File: src/rtl/fetch_inst_queue_pkg.sv
// Shared types and constants for the fetch instruction queue: packet layout,
// NOP encoding and slot PC helpers.
package fetch_inst_queue_pkg;

  localparam logic [31:0] INST_NOP  = 32'h0340_0000;
  localparam logic [31:0] PC_RESET  = 32'h1c00_0000;
  localparam logic [1:0]  EXCP_NONE = 2'b00;

  typedef struct packed {
    logic [31:0] pc;
    logic [31:0] inst0;
    logic [31:0] inst1;
    logic [31:0] badv;
    logic [6:0]  exception;
    logic [1:0]  excp_flag;
  } fetch_data_t;

  // The slot mask lives apart from the payload so it can be cleared on reset/flush.
  typedef struct packed {
    fetch_data_t data;
    logic [1:0]  mask;
  } fetch_pkt_t;

  function automatic logic [31:0] slot_pc(input logic [31:0] pc, input logic slot);
    slot_pc = (pc & 32'hFFFF_FFF8) | {29'd0, slot, 2'b00};
  endfunction

  function automatic logic first_slot(input logic [1:0] mask);
    first_slot = ~mask[0];
  endfunction

endpackage

File: src/rtl/fetch_inst_queue_if.sv
// IF1 -> queue -> decode handshake bundle.
interface fetch_inst_queue_if;
  logic        in_valid;
  logic        in_ready;
  logic [31:0] in_pc;
  logic [31:0] in_pc_next;
  logic [31:0] in_inst0;
  logic [31:0] in_inst1;
  logic [31:0] in_badv;
  logic [6:0]  in_exception;
  logic [1:0]  in_excp_flag;
  logic [1:0]  out_valid;
  logic [31:0] out_pc0;
  logic [31:0] out_pc1;
  logic [31:0] out_inst0;
  logic [31:0] out_inst1;
  logic [1:0]  out_excp_flag0;
  logic [6:0]  out_exception0;
  logic [31:0] out_badv0;
  logic [1:0]  dec_take;

  modport master (
    output in_valid, in_pc, in_pc_next, in_inst0, in_inst1, in_badv, in_exception,
           in_excp_flag, dec_take,
    input  in_ready, out_valid, out_pc0, out_pc1, out_inst0, out_inst1, out_excp_flag0,
           out_exception0, out_badv0
  );

  modport slave (
    input  in_valid, in_pc, in_pc_next, in_inst0, in_inst1, in_badv, in_exception,
           in_excp_flag, dec_take,
    output in_ready, out_valid, out_pc0, out_pc1, out_inst0, out_inst1, out_excp_flag0,
           out_exception0, out_badv0
  );
endinterface

File: src/rtl/fetch_inst_queue_lane_select.sv
// Forms the two decode lanes from the head entry and the entry behind it,
// and reports where each lane came from so the queue can retire it.
import fetch_inst_queue_pkg::*;

module ifq_lane_select (
  input  fetch_pkt_t  i_head,
  input  logic        i_head_vld,
  input  logic [31:0] i_nxt_pc,
  input  logic [31:0] i_nxt_inst0,
  input  logic [31:0] i_nxt_inst1,
  input  logic [1:0]  i_nxt_excp_flag,
  input  logic [1:0]  i_nxt_mask,
  input  logic        i_nxt_vld,
  output logic [1:0]  o_valid,
  output logic [31:0] o_pc0,
  output logic [31:0] o_pc1,
  output logic [31:0] o_inst0,
  output logic [31:0] o_inst1,
  output logic [1:0]  o_excp_flag0,
  output logic [6:0]  o_exception0,
  output logic [31:0] o_badv0,
  output logic        o_l0_slot,
  output logic        o_l1_nxt,
  output logic        o_l1_slot
);
  logic w_l0_vld;
  logic w_l0_slot;
  logic w_pair;
  logic w_nxt_ok;
  logic w_nxt_slot;

  assign w_l0_vld   = i_head_vld && (i_head.mask != 2'b00);
  assign w_l0_slot  = first_slot(i_head.mask);
  assign w_pair     = (i_head.mask == 2'b11);
  assign w_nxt_slot = first_slot(i_nxt_mask);
  // Excepting packets are single-slot, so they can never pair with a neighbour.
  assign w_nxt_ok   = i_nxt_vld && (i_nxt_mask != 2'b00) &&
                      (i_head.data.excp_flag == EXCP_NONE) && (i_nxt_excp_flag == EXCP_NONE);

  // Lane multiplexing; invalid lanes show NOP at PC zero.
  always_comb begin
    o_valid      = 2'b00;
    o_pc0        = 32'd0;
    o_inst0      = INST_NOP;
    o_excp_flag0 = EXCP_NONE;
    o_exception0 = 7'd0;
    o_badv0      = 32'd0;
    o_pc1        = 32'd0;
    o_inst1      = INST_NOP;
    o_l0_slot    = w_l0_slot;
    o_l1_nxt     = 1'b0;
    o_l1_slot    = 1'b1;
    if (w_l0_vld) begin
      o_valid[0]   = 1'b1;
      o_pc0        = slot_pc(i_head.data.pc, w_l0_slot);
      o_inst0      = w_l0_slot ? i_head.data.inst1 : i_head.data.inst0;
      o_excp_flag0 = i_head.data.excp_flag;
      o_exception0 = i_head.data.exception;
      o_badv0      = i_head.data.badv;
      if (w_pair) begin
        o_valid[1] = 1'b1;
        o_pc1      = slot_pc(i_head.data.pc, 1'b1);
        o_inst1    = i_head.data.inst1;
      end else if (w_nxt_ok) begin
        o_valid[1] = 1'b1;
        o_l1_nxt   = 1'b1;
        o_l1_slot  = w_nxt_slot;
        o_pc1      = slot_pc(i_nxt_pc, w_nxt_slot);
        o_inst1    = w_nxt_slot ? i_nxt_inst1 : i_nxt_inst0;
      end else begin
        o_valid[1] = 1'b0;
      end
    end else begin
      o_valid = 2'b00;
    end
  end
endmodule

File: src/rtl/fetch_inst_queue.sv
// Packet-granularity instruction queue between IF1 and decode; strips
// invalid slots and hands up to two instructions per cycle to decode.
import fetch_inst_queue_pkg::*;

module fetch_inst_queue #(
  parameter int DEPTH = 8,
  parameter int PTR_W = $clog2(DEPTH)
) (
  input logic               clk,
  input logic               rstn,
  input logic               flush,
  fetch_inst_queue_if.slave bus
);
  localparam logic [PTR_W:0]   CNT_FULL = (PTR_W + 1)'(DEPTH);
  localparam logic [PTR_W-1:0] PTR_ONE  = PTR_W'(1);

  fetch_data_t               r_data [DEPTH];
  logic [DEPTH-1:0][1:0]     r_mask;
  logic [PTR_W-1:0]          r_rd;
  logic [PTR_W-1:0]          r_wr;
  logic [PTR_W:0]            r_count;

  logic [PTR_W-1:0] w_nxt;
  fetch_pkt_t       w_head;
  fetch_data_t      w_in_data;
  logic [1:0]       w_in_mask;
  logic             w_push;
  logic             w_l0_slot;
  logic             w_l1_nxt;
  logic             w_l1_slot;
  logic [1:0]       w_head_clr;
  logic [1:0]       w_nxt_clr;
  logic [1:0]       w_head_new;
  logic [1:0]       w_nxt_new;
  logic [1:0]       w_pops;

  assign w_nxt        = r_rd + PTR_ONE;
  assign w_head       = {r_data[r_rd], r_mask[r_rd]};
  assign bus.in_ready = (r_count < CNT_FULL);
  assign w_in_data    = '{pc: bus.in_pc, inst0: bus.in_inst0, inst1: bus.in_inst1,
                          badv: bus.in_badv, exception: bus.in_exception,
                          excp_flag: bus.in_excp_flag};
  assign w_push       = bus.in_valid && bus.in_ready && (w_in_mask != 2'b00);

  // Entry slot mask: an exception keeps only the first live slot.
  always_comb begin
    w_in_mask[0] = ~bus.in_pc[2];
    w_in_mask[1] = bus.in_pc[2] || (bus.in_pc_next != (bus.in_pc + 32'd4));
    if ((bus.in_excp_flag != EXCP_NONE) && w_in_mask[0]) begin
      w_in_mask[1] = 1'b0;
    end else begin
      w_in_mask[1] = w_in_mask[1];
    end
  end

  ifq_lane_select u_lane_select (
    .i_head         (w_head),
    .i_head_vld     (r_count != '0),
    .i_nxt_pc       (r_data[w_nxt].pc),
    .i_nxt_inst0    (r_data[w_nxt].inst0),
    .i_nxt_inst1    (r_data[w_nxt].inst1),
    .i_nxt_excp_flag(r_data[w_nxt].excp_flag),
    .i_nxt_mask     (r_mask[w_nxt]),
    .i_nxt_vld      (r_count > (PTR_W + 1)'(1)),
    .o_valid        (bus.out_valid),
    .o_pc0          (bus.out_pc0),
    .o_pc1          (bus.out_pc1),
    .o_inst0        (bus.out_inst0),
    .o_inst1        (bus.out_inst1),
    .o_excp_flag0   (bus.out_excp_flag0),
    .o_exception0   (bus.out_exception0),
    .o_badv0        (bus.out_badv0),
    .o_l0_slot      (w_l0_slot),
    .o_l1_nxt       (w_l1_nxt),
    .o_l1_slot      (w_l1_slot)
  );

  // Retire consumed slots; an entry pops once its mask drains to zero.
  always_comb begin
    w_head_clr = 2'b00;
    w_nxt_clr  = 2'b00;
    if ((bus.dec_take != 2'd0) && bus.out_valid[0]) begin
      w_head_clr[w_l0_slot] = 1'b1;
    end else begin
      w_head_clr = 2'b00;
    end
    if ((bus.dec_take == 2'd2) && bus.out_valid[1]) begin
      if (w_l1_nxt) begin
        w_nxt_clr[w_l1_slot] = 1'b1;
      end else begin
        w_head_clr[w_l1_slot] = 1'b1;
      end
    end else begin
      w_nxt_clr = 2'b00;
    end
    w_head_new = w_head.mask & ~w_head_clr;
    w_nxt_new  = r_mask[w_nxt] & ~w_nxt_clr;
    w_pops     = {1'b0, (w_head_clr != 2'b00) && (w_head_new == 2'b00)} +
                 {1'b0, (w_nxt_clr != 2'b00) && (w_nxt_new == 2'b00)};
  end

  // Queue state; flush shares the reset path and beats any same-cycle push/pop.
  always_ff @(posedge clk) begin
    if (!rstn || flush) begin
      r_rd    <= '0;
      r_wr    <= '0;
      r_count <= '0;
      r_mask  <= '0;
    end else begin
      if (w_head_clr != 2'b00) r_mask[r_rd] <= w_head_new;
      if (w_nxt_clr != 2'b00)  r_mask[w_nxt] <= w_nxt_new;
      if (w_push) begin
        r_data[r_wr] <= w_in_data;
        r_mask[r_wr] <= w_in_mask;
      end
      r_rd    <= r_rd + PTR_W'(w_pops);
      r_wr    <= r_wr + PTR_W'(w_push);
      r_count <= r_count + (PTR_W + 1)'(w_push) - (PTR_W + 1)'(w_pops);
    end
  end
endmodule

File: src/flat_wrapper.sv
// flat-port wrapper written by rule: the top's interface ports become plain ports
module fetch_inst_queue_flat 
#(
  parameter int DEPTH = 8,
  parameter int PTR_W = $clog2(DEPTH)
)
  (clk, rstn, flush, bus_in_valid, bus_in_pc, bus_in_pc_next, bus_in_inst0, bus_in_inst1, bus_in_badv, bus_in_exception, bus_in_excp_flag, bus_dec_take, bus_in_ready, bus_out_valid, bus_out_pc0, bus_out_pc1, bus_out_inst0, bus_out_inst1, bus_out_excp_flag0, bus_out_exception0, bus_out_badv0);
  fetch_inst_queue_if bus_i ();
  input logic clk;
  input logic rstn;
  input logic flush;
  input wire logic [$bits(bus_i.in_valid)-1:0] bus_in_valid;
  input wire logic [$bits(bus_i.in_pc)-1:0] bus_in_pc;
  input wire logic [$bits(bus_i.in_pc_next)-1:0] bus_in_pc_next;
  input wire logic [$bits(bus_i.in_inst0)-1:0] bus_in_inst0;
  input wire logic [$bits(bus_i.in_inst1)-1:0] bus_in_inst1;
  input wire logic [$bits(bus_i.in_badv)-1:0] bus_in_badv;
  input wire logic [$bits(bus_i.in_exception)-1:0] bus_in_exception;
  input wire logic [$bits(bus_i.in_excp_flag)-1:0] bus_in_excp_flag;
  input wire logic [$bits(bus_i.dec_take)-1:0] bus_dec_take;
  output wire logic [$bits(bus_i.in_ready)-1:0] bus_in_ready;
  output wire logic [$bits(bus_i.out_valid)-1:0] bus_out_valid;
  output wire logic [$bits(bus_i.out_pc0)-1:0] bus_out_pc0;
  output wire logic [$bits(bus_i.out_pc1)-1:0] bus_out_pc1;
  output wire logic [$bits(bus_i.out_inst0)-1:0] bus_out_inst0;
  output wire logic [$bits(bus_i.out_inst1)-1:0] bus_out_inst1;
  output wire logic [$bits(bus_i.out_excp_flag0)-1:0] bus_out_excp_flag0;
  output wire logic [$bits(bus_i.out_exception0)-1:0] bus_out_exception0;
  output wire logic [$bits(bus_i.out_badv0)-1:0] bus_out_badv0;
  assign bus_i.in_valid = bus_in_valid;
  assign bus_i.in_pc = bus_in_pc;
  assign bus_i.in_pc_next = bus_in_pc_next;
  assign bus_i.in_inst0 = bus_in_inst0;
  assign bus_i.in_inst1 = bus_in_inst1;
  assign bus_i.in_badv = bus_in_badv;
  assign bus_i.in_exception = bus_in_exception;
  assign bus_i.in_excp_flag = bus_in_excp_flag;
  assign bus_i.dec_take = bus_dec_take;
  assign bus_in_ready = bus_i.in_ready;
  assign bus_out_valid = bus_i.out_valid;
  assign bus_out_pc0 = bus_i.out_pc0;
  assign bus_out_pc1 = bus_i.out_pc1;
  assign bus_out_inst0 = bus_i.out_inst0;
  assign bus_out_inst1 = bus_i.out_inst1;
  assign bus_out_excp_flag0 = bus_i.out_excp_flag0;
  assign bus_out_exception0 = bus_i.out_exception0;
  assign bus_out_badv0 = bus_i.out_badv0;
  fetch_inst_queue #(.DEPTH(DEPTH), .PTR_W(PTR_W)) u_core (.clk(clk), .rstn(rstn), .flush(flush), .bus(bus_i));
endmodule
File: config.mk
export PLATFORM = sky130hd
export DESIGN_NAME = fetch_inst_queue_flat
export DESIGN_NICKNAME = d
export VERILOG_FILES = /design/src/rtl/fetch_inst_queue_pkg.sv /design/src/rtl/fetch_inst_queue_if.sv /design/src/rtl/fetch_inst_queue_lane_select.sv /design/src/rtl/fetch_inst_queue.sv /design/src/flat_wrapper.sv
export SDC_FILE = /design/constraint.sdc
export NUM_CORES = 2
export LEC_CHECK = 0
export CORE_ASPECT_RATIO = 0.5
export CORE_UTILIZATION = 40
export DETAILED_ROUTE_END_ITERATION = 10
export GPL_ROUTABILITY_DRIVEN = 0
export PLACE_DENSITY = 0.57
export RECOVER_POWER = 25
export SKIP_CTS_REPAIR_TIMING = 1
export SYNTH_ARGS = -nofsm -noshare
export SYNTH_HDL_FRONTEND = slang
export SYNTH_HIERARCHICAL = 1
export SYNTH_SLANG_ARGS = --single-unit
File: constraint.sdc
create_clock -name clk -period 28.2 [get_ports clk]
set_input_delay 2.82 -clock clk [delete_from_list [all_inputs] [get_ports clk]]
set_output_delay 2.82 -clock clk [all_outputs]
set_load 0.005 [all_outputs]
==> flow_summary.ini <==
[global_routing]
grt_pass1_wl_mm = 230
grt_max_degree = 136
grt_pass1_vias = 33600
gr-usage-all-layers = 0.261
antenna_found_initial = 24
grt_overflow = 0

[sta]
grt_setup_unrepaired = no
maxSlewHeadroom = 0.208
fmax_ghz = 0.110
finalHoldViolations = 0
period_minus_slack_ns = 9.10
fin_skew_ns = 0.0542
finalMaxSlewViolations = 0
finalSetupTns_ns = 0
timing.final.crit_share = 0.323
finalSetupViolCount = 0
tightest_slew_ns = 1.19

[place]
dp_hpwl_mm = 85.7
io_buffers = 342
place_area_um2 = 52600

[cts]
root_buffer = clkbuf_16
cts_tree = done
cts_made_buffers = 102
worst_skew_pair.late_latency_ns = 0.73
cts_sinks = 1098
cts_max_path_buffers = 3
path_clk_slew_ns = 0.07
cts.htree.levels = 3

[routing]
wl_per_cell_um = 30.5
vias = 34400
met3_length_mm = 14.9
drtPass1Iterations = 8
routed.top_layer = met5
drcViolationCount = 0
vias_per_cell = 6.48
m1WireLength_mm = 66.6
ant_nets = 0
drtIter0Drc = 4278
wirelength_mm = 162
met2_length_mm = 75.0

[power_and_ir_drop]
leakagePower_nw = 17.1
peakVddDrop_mv = 0.0468
powerDensity_nw_per_um2 = 58.9

[worst_setup_path]
crit_arrival_ns = 6.28
cp_num_buf_inv = 6
worstSetupPathType = reg -> out
rrSetupSlack_ns = 20.22
cp_cell_sequence = ha_4 > inv_2 > nand2_2 > buf_4 > nor2_4 > buf_4 > a221oi_1 > nand3_1 > nor2_1 > nand4_1 > buf_4 > inv_2 > a22o_1 > clkdlybuf4s50_1
max_stage_delay_ns = 0.75
cp-end-kind = output pin
cp_common_cell = buf_4
slowest_stage = ha_4
crit_fanout = 56
start_kind = register
cp_data_required_time_ns = 25.38
crit_family = buffers and inverters

[cells_and_area]
regArea_um2 = 32700
syn2layout_area_growth_pct = 17.7
postLayoutCellArea_um2 = 55900
fill_cells = 10000
final_common_cell = edfxtp_1
layout.nets = 3827
drive_above_1_share = 0.0753
multi_input_area_um2 = 13900
final_cell_mix = 1,072 x edfxtp_1, 701 x a22oi_1, 266 x clkdlybuf4s50_1, 244 x nand2_1, 178 x nand4_1

[die]
dieArea_um2 = 120000
row_count = 88
dieHeight_um = 246
initial_utilization = 0.408
io_pins = 347
core_um2 = 116000
die_x_um = 489

[synth]
yosysWarnings = 6
syn_inst = 3399
syn_area_um2 = 47500
synth.avg_cell_area_um2 = 14.0

[status]
outcome = complete, no violations

[hold_path]
hp-class = reg -> reg

[job]
drv_cap = 0
## report_power, final
part / switching, W / total, W / internal [W]
Combinational: 0.0000713 / 0.000116 / 0.0000445
Clock: 0.000619 / 0.00138 / 0.000756
Sequential: 0.00000396 / 0.00180 / 0.00180
## flip-flops by register name, indices dropped and copies added, names as in the netlist
name and count:
u_core/r_count 4, u_core/r_data 1072, u_core/r_mask 16, u_core/r_rd 3
u_core/r_wr 3
## metrics by stage
stage / instances / hold WS, ns / power, W / worst slack, ns / utilization
finish: 5301 / 0.610 / 0.00329 / 19.10 / 0.480
global route: 5298 / 0.653 / 0.00338 / 18.92 / 0.480
CTS: 5293 / 0.613 / 0.00332 / 19.16 / 0.480
detailed placement: 5108 / 0.594 / 0.00196 / 19.92 / 0.451
global placement: 5108 / 0.580 / 0.00195 / 20.01 / 0.451
floorplan: 3402 / 0.549 / 0.00188 / 14.95 / -
## worst min-delay path, delay by kind of cell (launching register included)
family        cells  cell delay, ns
simple gates      1            0.10
flops             1            0.35
fa+ha+maj         1            0.13
## cell type report
class	count	share of cell area
Sequential cell	1098	0.585
Tap cell	1575	0.0353
Clock buffer	135	0.0507
Timing Repair Buffer	411	0.0710
Clock inverter	50	0.00813
Antenna cell	8	0.000358
Multi-Input combinational cell	2006	0.248
Inverter	18	0.00121
## path summary, 6_finish.rpt
path | to | depth (start not counted) | startpoint
setup / recovery | bus_out_pc1[24] | 14 | u_core/r_rd[1]
hold / removal | u_core/r_wr[0] | 2 | u_core/r_wr[0]
setup reg to reg | u_core/r_count[2] | 19 | u_core/r_rd[2]
hold reg to reg | u_core/r_wr[0] | 2 | u_core/r_wr[0]
## routing by layer
| metal | GRT usage | up-vias |
|---|---|---|
| li1 | - | 14300 |
| met1 | 0.359 | 17500 |
| met2 | 0.413 | 2123 |
| met3 | 0.0505 | 363 |
| met4 | 0.0941 | 12 |
| met5 | 0 | - |
(Power assumes the default switching activity.)
